### src/rtl/ctrl_pkg.sv
// Shared types and encodings for the simpleRISC instruction-sequencing controller.
package ctrl_pkg;

  typedef enum logic [4:0] {
    S_RST,
    S_IF1,
    S_IF2,
    S_UPDATE_PC,
    S_DECODE,
    S_WRITE_IMM,
    S_GET_A,
    S_GET_B,
    S_ALU_OP,
    S_WRITE_REG,
    S_ADDR,
    S_LOAD_ADDR,
    S_MEM_RD,
    S_LDR_WB,
    S_STR_C,
    S_MEM_WR,
    S_HALT
  } state_e;

  typedef enum logic [3:0] {
    I_NOP,
    I_MOV_IMM,
    I_MOV_REG,
    I_ADD,
    I_CMP,
    I_AND,
    I_MVN,
    I_LDR,
    I_STR,
    I_HALT
  } instr_e;

  localparam logic [2:0] OPC_MOV  = 3'b110;
  localparam logic [2:0] OPC_ALU  = 3'b101;
  localparam logic [2:0] OPC_LDR  = 3'b011;
  localparam logic [2:0] OPC_STR  = 3'b100;
  localparam logic [2:0] OPC_HALT = 3'b111;

  localparam logic [1:0] OP_MOV_IMM = 2'b10;
  localparam logic [1:0] OP_MOV_REG = 2'b00;
  localparam logic [1:0] OP_ADD     = 2'b00;
  localparam logic [1:0] OP_CMP     = 2'b01;
  localparam logic [1:0] OP_AND     = 2'b10;
  localparam logic [1:0] OP_MVN     = 2'b11;
  localparam logic [1:0] OP_MEM     = 2'b00;

  typedef enum logic [1:0] {
    MEM_NONE  = 2'b00,
    MEM_READ  = 2'b01,
    MEM_WRITE = 2'b10
  } mem_cmd_e;

  typedef enum logic [3:0] {
    VSEL_NONE  = 4'b0000,
    VSEL_MDATA = 4'b0001,
    VSEL_IMM8  = 4'b0010,
    VSEL_PC    = 4'b0100,
    VSEL_C     = 4'b1000
  } vsel_e;

endpackage

### src/rtl/instr_decoder.sv
// Combinational field extraction, immediate sign extension and instruction classification.
module instr_decoder
  import ctrl_pkg::*;
(
  input  logic [15:0] ir,
  output logic [2:0]  rn,
  output logic [2:0]  rd,
  output logic [2:0]  rm,
  output logic [1:0]  sh,
  output logic [1:0]  op,
  output logic [15:0] sximm5,
  output logic [15:0] sximm8,
  output instr_e      iclass
);

  logic [2:0] opcode;

  assign opcode = ir[15:13];
  assign op     = ir[12:11];
  assign rn     = ir[10:8];
  assign rd     = ir[7:5];
  assign sh     = ir[4:3];
  assign rm     = ir[2:0];
  assign sximm8 = {{8{ir[7]}}, ir[7:0]};
  assign sximm5 = {{11{ir[4]}}, ir[4:0]};

  // Unrecognised encodings fall through as I_NOP so DECODE returns to fetch.
  always_comb begin
    iclass = I_NOP;
    case (opcode)
      OPC_MOV: begin
        if (op == OP_MOV_IMM)      iclass = I_MOV_IMM;
        else if (op == OP_MOV_REG) iclass = I_MOV_REG;
      end
      OPC_ALU: begin
        case (op)
          OP_ADD:  iclass = I_ADD;
          OP_CMP:  iclass = I_CMP;
          OP_AND:  iclass = I_AND;
          OP_MVN:  iclass = I_MVN;
          default: iclass = I_NOP;
        endcase
      end
      OPC_LDR:  if (op == OP_MEM) iclass = I_LDR;
      OPC_STR:  if (op == OP_MEM) iclass = I_STR;
      OPC_HALT: iclass = I_HALT;
      default:  iclass = I_NOP;
    endcase
  end

endmodule

### src/rtl/ctrl_fsm.sv
// simpleRISC sequencer: fetch, decode and per-state datapath control, plus pc and data address.
module ctrl_fsm
  import ctrl_pkg::*;
(
  input  logic        clk,
  input  logic        reset_n,
  input  logic [15:0] read_data,
  input  logic [15:0] datapath_out,
  output logic [1:0]  mem_cmd,
  output logic [8:0]  mem_addr,
  output logic [8:0]  pc,
  output logic [15:0] sximm8,
  output logic [15:0] sximm5,
  output logic [3:0]  vsel,
  output logic [2:0]  readnum,
  output logic [2:0]  writenum,
  output logic        write,
  output logic        loada,
  output logic        loadb,
  output logic        loadc,
  output logic        loads,
  output logic        asel,
  output logic        bsel,
  output logic [1:0]  shift,
  output logic [1:0]  ALUop,
  output logic        halted
);

  state_e      state_q, state_d;
  logic [8:0]  pc_q, pc_d;
  logic [15:0] ir_q, ir_d;
  logic [8:0]  data_addr_q, data_addr_d;

  logic [2:0]  rn, rd, rm;
  logic [1:0]  sh, op;
  instr_e      iclass;
  logic        unused_dp_hi;

  assign unused_dp_hi = ^datapath_out[15:9];
  assign pc           = pc_q;

  instr_decoder u_dec (
    .ir     (ir_q),
    .rn     (rn),
    .rd     (rd),
    .rm     (rm),
    .sh     (sh),
    .op     (op),
    .sximm5 (sximm5),
    .sximm8 (sximm8),
    .iclass (iclass)
  );

  always_ff @(posedge clk or negedge reset_n) begin
    if (!reset_n) begin
      state_q     <= S_RST;
      pc_q        <= '0;
      ir_q        <= '0;
      data_addr_q <= '0;
    end else begin
      state_q     <= state_d;
      pc_q        <= pc_d;
      ir_q        <= ir_d;
      data_addr_q <= data_addr_d;
    end
  end

  always_comb begin
    state_d     = state_q;
    pc_d        = pc_q;
    ir_d        = ir_q;
    data_addr_d = data_addr_q;

    mem_cmd  = MEM_NONE;
    mem_addr = pc_q;
    vsel     = VSEL_NONE;
    readnum  = '0;
    writenum = '0;
    write    = 1'b0;
    loada    = 1'b0;
    loadb    = 1'b0;
    loadc    = 1'b0;
    loads    = 1'b0;
    asel     = 1'b0;
    bsel     = 1'b0;
    shift    = '0;
    ALUop    = '0;
    halted   = 1'b0;

    case (state_q)
      S_RST: state_d = S_IF1;
      S_IF1: begin
        mem_cmd = MEM_READ;
        state_d = S_IF2;
      end
      // Memory has one cycle of latency, so the IR is captured at the end of IF2.
      S_IF2: begin
        mem_cmd = MEM_READ;
        ir_d    = read_data;
        state_d = S_UPDATE_PC;
      end
      S_UPDATE_PC: begin
        pc_d    = pc_q + 9'd1;
        state_d = S_DECODE;
      end
      S_DECODE: begin
        case (iclass)
          I_MOV_IMM:                        state_d = S_WRITE_IMM;
          I_ADD, I_AND, I_CMP, I_LDR, I_STR: state_d = S_GET_A;
          I_MOV_REG, I_MVN:                 state_d = S_GET_B;
          I_HALT:                           state_d = S_HALT;
          default:                          state_d = S_IF1;
        endcase
      end
      S_WRITE_IMM: begin
        vsel     = VSEL_IMM8;
        writenum = rn;
        write    = 1'b1;
        state_d  = S_IF1;
      end
      S_GET_A: begin
        readnum = rn;
        loada   = 1'b1;
        state_d = (iclass == I_LDR || iclass == I_STR) ? S_ADDR : S_GET_B;
      end
      // STR reuses GET_B to fetch the store data register Rd.
      S_GET_B: begin
        readnum = (iclass == I_STR) ? rd : rm;
        loadb   = 1'b1;
        state_d = (iclass == I_STR) ? S_STR_C : S_ALU_OP;
      end
      S_ALU_OP: begin
        shift = sh;
        ALUop = op;
        asel  = (iclass == I_MOV_REG) || (iclass == I_MVN);
        if (iclass == I_CMP) begin
          loads   = 1'b1;
          state_d = S_IF1;
        end else begin
          loadc   = 1'b1;
          state_d = S_WRITE_REG;
        end
      end
      S_WRITE_REG: begin
        vsel     = VSEL_C;
        writenum = rd;
        write    = 1'b1;
        state_d  = S_IF1;
      end
      S_ADDR: begin
        bsel    = 1'b1;
        loadc   = 1'b1;
        state_d = S_LOAD_ADDR;
      end
      S_LOAD_ADDR: begin
        data_addr_d = datapath_out[8:0];
        state_d     = (iclass == I_LDR) ? S_MEM_RD : S_GET_B;
      end
      S_MEM_RD: begin
        mem_addr = data_addr_q;
        mem_cmd  = MEM_READ;
        state_d  = S_LDR_WB;
      end
      S_LDR_WB: begin
        mem_addr = data_addr_q;
        mem_cmd  = MEM_READ;
        vsel     = VSEL_MDATA;
        writenum = rd;
        write    = 1'b1;
        state_d  = S_IF1;
      end
      S_STR_C: begin
        asel    = 1'b1;
        loadc   = 1'b1;
        state_d = S_MEM_WR;
      end
      S_MEM_WR: begin
        mem_addr = data_addr_q;
        mem_cmd  = MEM_WRITE;
        state_d  = S_IF1;
      end
      S_HALT: halted = 1'b1;
      default: state_d = S_RST;
    endcase
  end

endmodule

### config.mk
export PLATFORM = sky130hd
export DESIGN_NAME = ctrl_fsm
export DESIGN_NICKNAME = d
export VERILOG_FILES = /design/src/rtl/ctrl_pkg.sv /design/src/rtl/instr_decoder.sv /design/src/rtl/ctrl_fsm.sv
export SDC_FILE = /design/constraint.sdc
export NUM_CORES = 1
export LEC_CHECK = 0
export CAP_MARGIN = 20
export CORE_ASPECT_RATIO = 0.9
export CORE_MARGIN = 5
export CORE_UTILIZATION = 40
export DETAILED_ROUTE_END_ITERATION = 6
export GPL_TIMING_DRIVEN = 0
export PLACE_DENSITY = 0.84
export SKIP_CTS_REPAIR_TIMING = 1
export SLEW_MARGIN = 15
export SYNTH_ARGS = -nofsm -noshare
export SYNTH_HDL_FRONTEND = slang
export SYNTH_SLANG_ARGS = --single-unit
export TNS_END_PERCENT = 50
### constraint.sdc
create_clock -name clk -period 4.7 [get_ports clk]
set_input_delay 1.41 -clock clk [delete_from_list [all_inputs] [get_ports clk]]
set_output_delay 1.41 -clock clk [all_outputs]
set_load 0.03 [all_outputs]
**Word level (Yosys, flattened, before mapping)**

Memories as Yosys holds them, arrays and structs flattened.
Cells that the tools add are included.

- Add/subtract/negate cells: 1
- Multiply operators: 0
- Divide/modulo/power cells: 0
- Order comparisons: 0
- Eq/ne operators: 29
- Shift-type cells: 0
- Muxes and demuxes: 29
- Bitwise logic cells: 0
- Reductions and logical operators: 10

Operator list:

| kind | number |
|---|---|
| 5-bit one-hot mux with 13 select lines | 1 |
| 5-bit by 4-bit equality test with 1-bit output, second input constant | 8 |
| 5-bit by 3-bit equality test with 1-bit output, second input constant | 4 |
| 4-bit 2-to-1 mux | 5 |
| 4-bit one-hot mux with 5 select lines | 1 |
| 4-bit one-hot mux with 4 select lines | 1 |
| 3-bit equality test, second input constant | 4 |
| 4-bit by 3-bit equality test with 1-bit output, second input constant | 3 |
| 3-bit one-hot mux with 2 select lines | 2 |
| 4-bit one-hot mux with 3 select lines | 1 |
| 5-bit by 2-bit equality test with 1-bit output, second input constant | 2 |
| 9-bit by 1-bit adder with 9-bit output, second input constant | 1 |
| 3-bit 2-to-1 mux | 3 |
| 9-bit 2-to-1 mux | 1 |
| 1-bit 2-to-1 mux | 8 |
| 2-bit 2-to-1 mux | 3 |
| 3-bit OR reduction | 2 |
| 5-bit by 1-bit equality test with 1-bit output, second input constant | 1 |
| 5-bit equality test, second input constant | 1 |
| 5-bit logical NOT | 1 |
| 5-bit OR reduction | 1 |
| 2-bit equality test, second input constant | 2 |
| 4-bit by 2-bit equality test with 1-bit output, second input constant | 1 |
| 4-bit equality test, second input constant | 1 |
| 8 further kinds | 11 |

- Flip-flop bits (word level): 39
- Latch bits: 0
- RAM bits: 0
- Memory bits (read-only): 64
- Input port bits: 34
- Memories: 1

Memories:

| name | words | bits a word | rd ports | clocked after Yosys merged registers in | write ports | RTL line | RTL |
|---|---|---|---|---|---|---|---|
| (name not given) | 16 | 4 | 1 | 0 | 0 | ctrl_fsm.sv:107 | `case (iclass)` |

**Longest topological paths before layout**

- Word-level depth: 8
- Depth in mapped cells: 7
- Depth with buffers taken out: 6

**By module**

A second synthesis with hierarchy kept.

- Cell total of the unflattened synthesis: 271
- Area, all modules: 2710.1 sq um

Modules (own cells, without submodules):

| module | instances | cells each | area each (sq um) | sequential area each (sq um) |
|---|---|---|---|---|
| ctrl_fsm | 1 | 207 | 2225.9 | 975.9 |
| instr_decoder | 1 | 64 | 484.2 | 0.0 |

**Worst setup path after synthesis**

OpenSTA, ideal clock, no wires.

- Path type: reg2out
- Start point: reg state_q[2]
- End point: out ALUop[0]
- Data arrival time: 1909 ps
- Data required time: 3290 ps
- Slack: 1381 ps
- Cell stages (with the launch flop): 5
- Buffers on the path: 2
- Cell sequence: dfrtp_1 -> buf_6 -> or3b_1 -> buf_4 -> nor4_1

- Cells in the longest elaborated chain, start to end: 2

Ends and longest elaborated chain:

| item | RTL line | RTL |
|---|---|---|
| from (decl) | ctrl_fsm.sv:29 | `state_e state_q, state_d;` |
| from (signal assigned) | ctrl_fsm.sv:61 | `state_q <= state_d;` |
| 5-bit by 4-bit equality test with 1-bit output | ctrl_fsm.sv:90 | `case (state_q)` |
| 2-bit 2-to-1 mux | ctrl_fsm.sv:90 |  |
| to (decl) | ctrl_fsm.sv:25 | `output logic [1:0] ALUop,` |

No other way between the ends.

**Final worst setup path**

- Start point: reg ir_q[12]
- End point: out readnum[2]

- Cells in the longest elaborated chain, start to end: 7
- Elaborated cells between the ends (all ways): 13
- Those cells by class: 4 x eq/ne; 8 x mux; 1 x reduce/logical

Ends and longest elaborated chain:

| item | RTL line | RTL |
|---|---|---|
| from (decl) | ctrl_fsm.sv:31 | `logic [15:0] ir_q, ir_d;` |
| from (signal assigned) | ctrl_fsm.sv:63 | `ir_q <= ir_d;` |
| parallel branches: the longest is 3 deep, another holds 4-bit one-hot mux with 4 select lines | n/a |  |
| 4-bit one-hot mux with 5 select lines (*) | instr_decoder.sv:30 | `case (opcode)` |
| 4-bit equality test (*) | ctrl_fsm.sv:128 | `readnum = (iclass == I_STR) ? rd : rm;` |
| 3-bit 2-to-1 mux (*) | ctrl_fsm.sv:128 |  |
| 3-bit one-hot mux with 2 select lines (*) | ctrl_fsm.sv:90 |  |
| to (decl) | ctrl_fsm.sv:15 | `output logic [2:0] readnum,` |

Mark *: on every way between the ends. The select of a mux whose other input is x is not followed.

==> flow_summary.json <==
{
  "status": "finished clean",
  "whs_path_depth": 1,
  "final_layout_size_suffix_gt1_frac": 0.189,
  "dieArea_um2": 8200,
  "slew_viol_final": 0,
  "drtIter0Drc": 92,
  "synth_edf_count": 0,
  "syn_area_um2": 2600,
  "worstHoldPathType": "reg -> reg",
  "min_from": "data_addr_q[1]",
  "synth.most_common_cell": "dfrtp_1",
  "async_flop_share": 1.00,
  "setup_viol": 0,
  "drc_errors": 0,
  "period_needed_ns": 3.99,
  "vdd_ir_drop_max_mv": 0.301,
  "cts.path.max_buffers": 2,
  "grt-ovfl-total": 0,
  "post_synth.cell_area_avg_um2": 10.3,
  "area_delta_synth_final_pct": 46.7,
  "pwr_density_cell_nw_per_um2": 709,
  "post_drt_wl_per_cell_um": 15.0,
  "fp.dieH_um": 86.4,
  "met1Wirelength_um": 2890,
  "regToRegSetupSlack_ns": 2.71,
  "setup_tns_ns": 0,
  "crit_fanout": 7,
  "gp_congestion": 0.877,
  "worstPathRequired_ns": 3.29,
  "yosysSeqAreaShare": 0.376,
  "synth_fp_nets": 290,
  "postRouteAntennaNets": 0,
  "n_antenna_cell": 0,
  "cts_root_buffer": "clkbuf_8",
  "critPathKind": "reg -> out",
  "layout.cells.non_filler": 447,
  "finalCritPeriodShare": 0.849,
  "grtUsageTotal": 0.162,
  "pre_cts_ws_ns": 1.04,
  "hold_violations": 0,
  "htreeDepth": 2,
  "rsz0062_at_grt": "no",
  "place_inst": 439,
  "grt_pass1_vias": 2211,
  "clock_skew_ns": 0.00850,
  "fin_util": 0.613,
  "worstSkewPairLatency_ns": 0.29,
  "ys_types": 55,
  "initial_core_util": 0.418,
  "clkSlewWorstSetupHoldPaths_ns": 0.08,
  "grt_pass1_wl_um": 10500,
  "drt_wl_total_um": 6700,
  "cts.sinks": 39,
  "grt_max_degree": 22,
  "r2r_cells": 7,
  "die_w_um": 94.9,
  "dr.max_layer_used": "met4",
  "via_count": 2251,
  "syn_inst": 252,
  "drv_cap": 0,
  "r2r-start": "ir_q[12]",
  "route.met2.wl_um": 3260,
  "tritoncts": "built",
  "drtPass1Iterations": 4,
  "synth_top_area_frac": 0.376,
  "power.leakage_nw": 1.62,
  "viasPerCell": 5.04,
  "hold_ws_ns": 0.484,
  "endpoint_kind": "output port",
  "rr_endpoint": "state_q[3]",
  "fill_cells": 529,
  "cts_buffers": 5,
  "cp.arrival_ns": 2.58,
  "startpoint_type": "register",
  "synth_top_cell_by_area": "dfrtp_1",
  "antenna_found_initial": 0,
  "tightestPinTransition_ns": 0.558,
  "ios": 108,
  "hpwl_um": 5370,
  "core_area_um2": 6220,
  "synthTopCellsByArea": "dfrtp_1 (38%), mux2_1 (15%), buf_4 (10%), nor2_1 (2.3%), ha_1 (1.9%)",
  "min_to": "data_addr_q[1]",
  "met3_length_um": 461,
  "synth_common_cells": "dfrtp_1 (39), buf_4 (35), mux2_1 (35)",
  "synth_ff_type": "dfrtp_1",
  "ys_warn_count": 0,
  "io_buffers": 99,
  "fmax_mhz": 251,
  "nNetsFinal": 397,
  "slew_headroom": 0.628,
  "synth.ff_latch_count": 39,
  "core.rowCount": 27,
  "finalWorstSetupSlack_ns": 0.711
}
where the power goes:
part | leakage [nW] | switching (W) | internal [W]
Sequential | 0.487 | 0.000138 | 0.000477
Combinational | 1.09 | 0.000995 | 0.000865
Clock | 0.0402 | 0.000122 | 0.000103
logic make-up (layout without fill, tap and decap cells):
logic type      Yosys count  in the layout  share of synthesized area
compound gates           31             31                     0.0993
buf+inv                  54            162                      0.138
simple gates             77             77                      0.176
mux                      38             38                      0.163
flops                    39             39                      0.376
other cells               1              1                    0.00144
fa+ha+maj                 4              4                     0.0193
xor+xnor                  8              8                     0.0270
layout make-up:
type	instances	area, µm²	area share
plain buffers	47	332	0.0871
clock buffers	5	68.8	0.0181
clock inverters	3	20.0	0.00526
inverters	7	26.3	0.00690
multi-input cells	159	1260	0.332
flip-flops and latches	39	976	0.256
well taps	87	109	0.0286
repair buffers	100	1010	0.266
cells in the final DEF (no fill, tap or decap), types with 3 or more instances in the layout:
cell	count
and2_1	5
nand4_1	3
xnor2_1	4
buf_2	8
clkdlybuf4s50_1	98
mux2_1	35
o21ai_0	4
mux2i_1	3
or3b_1	3
nor2_4	3
dfrtp_1	39
o22ai_1	3
ha_1	4
inv_1	6
o211ai_1	3
nand2_1	13
nor3_1	3
clkbuf_8	5
nand3_1	5
nand2b_1	3
xor2_1	4
nor2b_1	3
a22oi_1	3
and3_1	4
nor2_1	16
buf_4	35
per-layer routing:
layer,vias to the layer above,global-route usage
li1,1067,-
met1,1074,0.205
met2,99,0.276
met3,11,0.0356
met4,0,0.0511
met5,-,0
stage by stage:
| step | instance area (µm²) | total power (W) |
|---|---|---|
| 2_1_floorplan | 2600 | 0.00185 |
| 3_3_place_gp | 3700 | 0.00244 |
| 3_5_place_dp | 3720 | 0.00249 |
| 4_1_cts | 3810 | 0.00272 |
| 5_1_grt | 3810 | 0.00286 |
| 6_report | 3810 | 0.00270 |
how the worst max path moves through the flow:
stage               start         end  slack, ns  cells past startpoint
6_report         ir_q[12]  readnum[2]       0.71                      7
3_3_place_gp   state_q[2]        asel       1.05                      7
2_1_floorplan  state_q[2]    ALUop[0]       1.38                      4
3_5_place_dp     ir_q[11]  readnum[2]       1.04                      7
5_1_grt          ir_q[11]  readnum[2]       0.58                      7
4_1_cts          ir_q[11]  readnum[2]       0.71                      7
critical path, stage by stage, from the launching register on:
cell and delay, ns:
dfrtp_1 0.41, inv_1 0.12, ha_1 0.24, nor4bb_1 0.26, buf_2 0.27, mux2i_1 0.10
o21ai_0 0.18, clkdlybuf4s50_1 0.70
state kept, by name, indices dropped and copies added (netlist names):
signal,flops
data_addr_q,9
ir_q,16
state_q,5
pc,9
No activity file was read; power rests on OpenSTA's default activity.
